==> src/rtl/inst_cache.sv <==
// inst_cache: direct-mapped instruction cache placed after the PC register.
// A hit returns the instruction in the same cycle. A miss refills the whole
// block from instruction memory, one word per req/ready beat, always starting
// at word 0 of the block.
// Optional build macro ICACHE_STATS_EN adds saturating hit/miss counters.
module inst_cache #(
  parameter int INDEX_W  = 4,
  parameter int OFFSET_W = 2
) (
  input  logic        clk,
  input  logic        rst,
  input  logic [15:0] pc,
  input  logic        flush,
  output logic [31:0] inst,
  output logic        hit,
  output logic        mem_req,
  output logic [15:0] mem_addr,
  input  logic        mem_ready,
  input  logic [31:0] mem_rdata
`ifdef ICACHE_STATS_EN
  ,
  output logic [15:0] hit_count,
  output logic [15:0] miss_count
`endif
);

  // The tag takes whatever address bits the index and offset leave over.
  localparam int TAG_W = 16 - 2 - OFFSET_W - INDEX_W;
  localparam int LINES = 1 << INDEX_W;
  localparam int WORDS = 1 << (INDEX_W + OFFSET_W);
  localparam logic [OFFSET_W-1:0] LAST_BEAT = {OFFSET_W{1'b1}};
  localparam logic [OFFSET_W-1:0] BEAT_ONE  = OFFSET_W'(1'b1);

  typedef enum logic [0:0] {
    IDLE = 1'b0,
    FILL = 1'b1
  } state_t;

  state_t              state_r;
  logic [TAG_W-1:0]    miss_tag_r;
  logic [INDEX_W-1:0]  miss_idx_r;
  logic [OFFSET_W-1:0] beat_r;
  logic                flush_pending_r;
  logic [LINES-1:0]    valid_r;
  logic [TAG_W-1:0]    tag_arr_r [LINES];
  logic [31:0]         data_r [WORDS];

  logic [TAG_W-1:0]    tag_s;
  logic [INDEX_W-1:0]  idx_s;
  logic [OFFSET_W-1:0] off_s;
  logic                hit_s;
  logic [31:0]         inst_s;
  logic                fill_start_s;
  logic                beat_done_s;
  logic                fill_done_s;
  logic                pc_unused_s;

  // Fetch address split; the byte-in-word bits play no part in the lookup.
  assign tag_s       = pc[15 -: TAG_W];
  assign idx_s       = pc[2 + OFFSET_W +: INDEX_W];
  assign off_s       = pc[2 +: OFFSET_W];
  assign pc_unused_s = ^pc[1:0];

  // Lookup: hit only in IDLE with a matching valid line and no flush this cycle.
  always_comb begin
    hit_s  = 1'b0;
    inst_s = 32'h0000_0000;
    if ((state_r == IDLE) && !flush && valid_r[idx_s] && (tag_arr_r[idx_s] == tag_s)) begin
      hit_s  = 1'b1;
      inst_s = data_r[{idx_s, off_s}];
    end else begin
      hit_s  = 1'b0;
      inst_s = 32'h0000_0000;
    end
  end

  // A flush in IDLE suppresses the miss so no fill is launched that cycle.
  assign fill_start_s = (state_r == IDLE) && !flush && !hit_s;
  assign beat_done_s  = (state_r == FILL) && mem_ready;
  assign fill_done_s  = beat_done_s && (beat_r == LAST_BEAT);

  // Control FSM: miss capture, beat counting, valid bits and deferred flush.
  always_ff @(posedge clk) begin
    if (rst) begin
      state_r         <= IDLE;
      miss_tag_r      <= {TAG_W{1'b0}};
      miss_idx_r      <= {INDEX_W{1'b0}};
      beat_r          <= {OFFSET_W{1'b0}};
      flush_pending_r <= 1'b0;
      valid_r         <= {LINES{1'b0}};
    end else begin
      case (state_r)
        IDLE: begin
          if (flush) begin
            valid_r <= {LINES{1'b0}};
          end else if (fill_start_s) begin
            miss_tag_r <= tag_s;
            miss_idx_r <= idx_s;
            beat_r     <= {OFFSET_W{1'b0}};
            state_r    <= FILL;
          end
        end
        FILL: begin
          if (fill_done_s) begin
            state_r         <= IDLE;
            beat_r          <= {OFFSET_W{1'b0}};
            flush_pending_r <= 1'b0;
            // A flush seen at any point of the fill leaves every line invalid,
            // including the one just written.
            if (flush_pending_r || flush) begin
              valid_r <= {LINES{1'b0}};
            end else begin
              valid_r[miss_idx_r] <= 1'b1;
            end
          end else begin
            if (mem_ready) begin
              beat_r <= beat_r + BEAT_ONE;
            end
            if (flush) begin
              flush_pending_r <= 1'b1;
            end
          end
        end
        default: begin
          state_r <= IDLE;
        end
      endcase
    end
  end

  // Storage writes: one data word per accepted beat, tag on the final beat.
  always_ff @(posedge clk) begin
    if (!rst && beat_done_s) begin
      data_r[{miss_idx_r, beat_r}] <= mem_rdata;
    end
    if (!rst && fill_done_s) begin
      tag_arr_r[miss_idx_r] <= miss_tag_r;
    end
  end

  assign hit      = hit_s;
  assign inst     = inst_s;
  assign mem_req  = (state_r == FILL);
  assign mem_addr = (state_r == FILL) ? {miss_tag_r, miss_idx_r, beat_r, 2'b00} : 16'h0000;

`ifdef ICACHE_STATS_EN
  logic [15:0] hit_count_r;
  logic [15:0] miss_count_r;

  // Saturating statistics: hits per IDLE cycle, misses per fill launched.
  always_ff @(posedge clk) begin
    if (rst) begin
      hit_count_r  <= 16'h0000;
      miss_count_r <= 16'h0000;
    end else begin
      if (hit_s && (hit_count_r != 16'hFFFF)) begin
        hit_count_r <= hit_count_r + 16'h0001;
      end
      if (fill_start_s && (miss_count_r != 16'hFFFF)) begin
        miss_count_r <= miss_count_r + 16'h0001;
      end
    end
  end

  assign hit_count  = hit_count_r;
  assign miss_count = miss_count_r;
`endif

endmodule

==> config.mk <==
export PLATFORM = sky130hd
export DESIGN_NAME = inst_cache
export DESIGN_NICKNAME = d
export VERILOG_FILES = /design/src/rtl/inst_cache.sv
export SDC_FILE = /design/constraint.sdc
export NUM_CORES = 2
export LEC_CHECK = 0
export CAP_MARGIN = 40
export CORE_ASPECT_RATIO = 0.9
export CORE_MARGIN = 3
export CORE_UTILIZATION = 35
export CTS_CLUSTER_SIZE = 12
export DETAILED_ROUTE_END_ITERATION = 6
export SLEW_MARGIN = 20
export SYNTH_ARGS = -nofsm -noshare
export SYNTH_HDL_FRONTEND = slang
export SYNTH_SLANG_ARGS = --single-unit
==> constraint.sdc <==
create_clock -name clk -period 4 [get_ports clk]
set_clock_uncertainty 0.1 [all_clocks]
set_input_delay 0.4 -clock clk [delete_from_list [all_inputs] [get_ports clk]]
set_output_delay 0.4 -clock clk [all_outputs]
set_load 0.01 [all_outputs]
==> results by group <==
Logic synthesis
  – Ys async rst share: 0%
  – Top-count cell post-synth: edfxtp_1
  – Cell area after synthesis: 84900 sq um
  – Post-synth top cells: 2176 x edfxtp_1, 699 x mux4_2, 101 x nor2_1
  – Synth warn: 0
  – Synth Instances: ~3500
  – Synth area leaders: edfxtp_1 77%, mux4_2 19%, dfxtp_1 0.75%
  – Primary FF master, synth: edfxtp_1
  – Synth area leader: edfxtp_1
  – #FFs+latches synth: 2208
  – Post-synth top area share: 77.0%
  – Average size of a mapped cell: between 20 and 25 sq um
  – Distinct cell type count after synthesis: 52
  – Register area share after synthesis: roughly 78%
  – Number of synthesized flops with an enable pin: between 2000 and 2500

Worst setup path
  – FF-to-FF End: miss_idx_r[1]
  – R2r startpoint: tag_arr_r[14][0]
  – R2R Setup Slk: approximately 940 ps
  – R2r worst-path depth: 8
  – Crit-path max FO: 12
  – CP Capture Type: output port
  – Worst Path Required: 3500 ps
  – CP Data Arrival Time: 3620 ps
  – Startpoint Class: flip-flop
  – Class of the most critical setup path: flip-flop to output port

STA
  – Slew Limit Fails: 0
  – Slew Limit Headroom: 47.8%
  – Hold Fails Final Rpt: 0
  – Final WS setup: -116 ps
  – Final Critical Period: 4120 ps
  – RSZ-0062 raised after global routing: true
  – Fin Setup TNS: -1310 ps
  – Worst hold-check slack: 305 ps
  – Final setup fails: 18
  – Actual slew at the worst max-slew pin: 782 ps
  – Final worst path period share: 103%
  – Max Freq: 243 MHz

Detailed routing
  – First-pass DRT Iterations: 5
  – DR WL/cell: 30.9 um
  – DR iter-0 viols: 5030
  – Final ANT Viol Nets: 0
  – Vias: 40018
  – Total wire length: 224 mm
  – Vias/cell: 5.53
  – Drc violations: 0

Clocking
  – CTS Buf Count: 217
  – Clk Latency, worst-skew pair: 840 ps
  – Clk pin slew, worst setup/hold paths: 60 ps
  – Clock Tree Buf Depth: 3
  – Clock Sink Count: between 2000 and 2500
  – H-tree Lvls: 4
  – CTS tree: yes
  – Root cell of the clock tree: clkbuf_16

Final layout
  – Nets: 3982
  – Area Overhead vs Synth: 17.5%
  – Layout Cells excl Fill: 7235
  – Share of cells above drive strength 1: 35.2%

Run status
  – Failing checks: negative setup slack
  – Status: finished, violations left

Placed design
  – DP Cell Count: 6852
  – Dpl hpwl: approximately 130 mm
  – IO buf count: 97
  – RePlAce Congestion: between 0.7 and 0.8
  – Setup WS pre-CTS: -164 ps

GRT
  – First-pass GRT wire length: 313 mm
  – Total grt overflow: 0
  – Initial antenna violation count: 30
  – Gr usage total: 17.9%
  – Largest net degree at the start of global routing: 65
  – Number of global-route vias before repair: 40658

Worst hold path
  – Worst Hold End: beat_r[1]
  – Hold Startpoint: mem_ready
  – Hold-critical path depth: 3
  – HP Class: input pin to flip-flop

Pwr
  – Lkg Pwr: 30.8 nW
  – Pwr dens: 468 nW/um^2
  – Worst VDD drop: 473 uV

Die
  – Num rows: 170
  – Die width: 525 um
  – Starting Density: 35.4%
  – Ports: 102
  – Die Y-Extent: 473 um
  – Die area: roughly 250000 sq um
  – Core area: about 240000 sq um

Run
  – Max-cap violations: 0
==> routing by layer <==
metal	routed length (um)	track usage [%]	share of wire [%]
met1	91700	24.8	41
met2	107000	28.3	48
met3	19700	4.18	8.8
met4	5830	4.99	2.6
met5	13	0.0580	0.0058
==> through the flow <==
step                utilization, %  total power [mW]  cell area [sq um]
finish                        41.6              46.7              99700
global placement              38.5              28.4              92300
global route                  41.6              48.1              99700
floorplan                        -              27.3              84900
CTS                           41.6              47.1              99700
detailed placement            38.8              28.5              93000
==> power by group <==
group / internal [mW] / switching, mW / total, mW
combinational: 1.13 / 1.36 / 2.49
sequential: 25.5 / 0.0648 / 25.5
clock: 10.1 / 8.51 / 18.6
total: 36.7 / 9.93 / 46.7
==> how the worst max path moves through the flow <==
stage / start / to / slack (ps) / cells past startpoint
after global placement: pc[5] / inst[16] / -170 / 10
final: tag_arr_r[14][0] / inst[16] / -120 / 9
after floorplan: pc[2] / inst[12] / 560 / 7
after global routing: tag_arr_r[7][3] / inst[16] / -240 / 9
after CTS: tag_arr_r[14][0] / inst[22] / -240 / 10
after detailed placement: pc[5] / inst[7] / -160 / 10
==> registers in the layout, indices dropped and copies added (netlist names) <==
register	cells
data_r	2048
tag_arr_r	128
valid_r	16
miss_tag_r	8
miss_idx_r	4
beat_r	2
flush_pending_r	1
mem_req	1
==> area by class of cell <==
cell class / count / area (sq um)
flip-flops and latches: 2208 / 66000
clock inverters: 67 / 666
clock buffers: 267 / 5620
repair buffers: 435 / 4830
inverters: 4 / 15.0
fillers: 20487 / 140000
diodes: 9 / 22.5
well taps: 3182 / 3980
multi-input cells: 1063 / 18600
==> cells in the final DEF (no fill, tap or decap), types with 15 or more instances in the layout <==
master and instances:
edfxtp_1 2176, mux4_2 699, clkbuf_16 217, buf_4 197
buf_12 97, nor2_4 64, buf_2 51, clkbuf_1 50
nor2b_1 38, nor2_1 36, dfxtp_1 32, dlygate4sd3_1 32
clkinv_1 31, mux2i_1 26, clkdlybuf4s50_1 26, nor3b_1 25
a21oi_1 20, nand2_1 16, and2_1 15
==> repair_timing <==
item,CTS,global route
endpoints found under the setup margin,33,33
resized for setup,125,18
hold endpoints to repair,866,51
hold buffers,30,2
setup buffers,5,1
pin swaps,2,2
==> logic make-up (layout without fill, tap and decap cells) <==
group           Yosys count  in the layout  synth area share, %
buf+inv                 197            773                 1.02
mux                     726            726                 18.9
other cells               1             11              0.00442
xor+xnor                 10             10                0.103
compound gates           78             78                0.671
simple gates            246            246                 1.55
fa+ha+maj                 1              1               0.0147
flops                  2208           2208                 77.8
==> worst max-delay path: stages, from the launching register on <==
cell and delay, ps:
edfxtp_1 370, mux4_2 510, mux4_2 470, xor2_1 160
nor2_2 150, and3_4 210, nand4_4 100, buf_12 190
a211oi_2 280, clkdlybuf4s15_2 290
No activity file was read; power rests on OpenSTA's default activity.
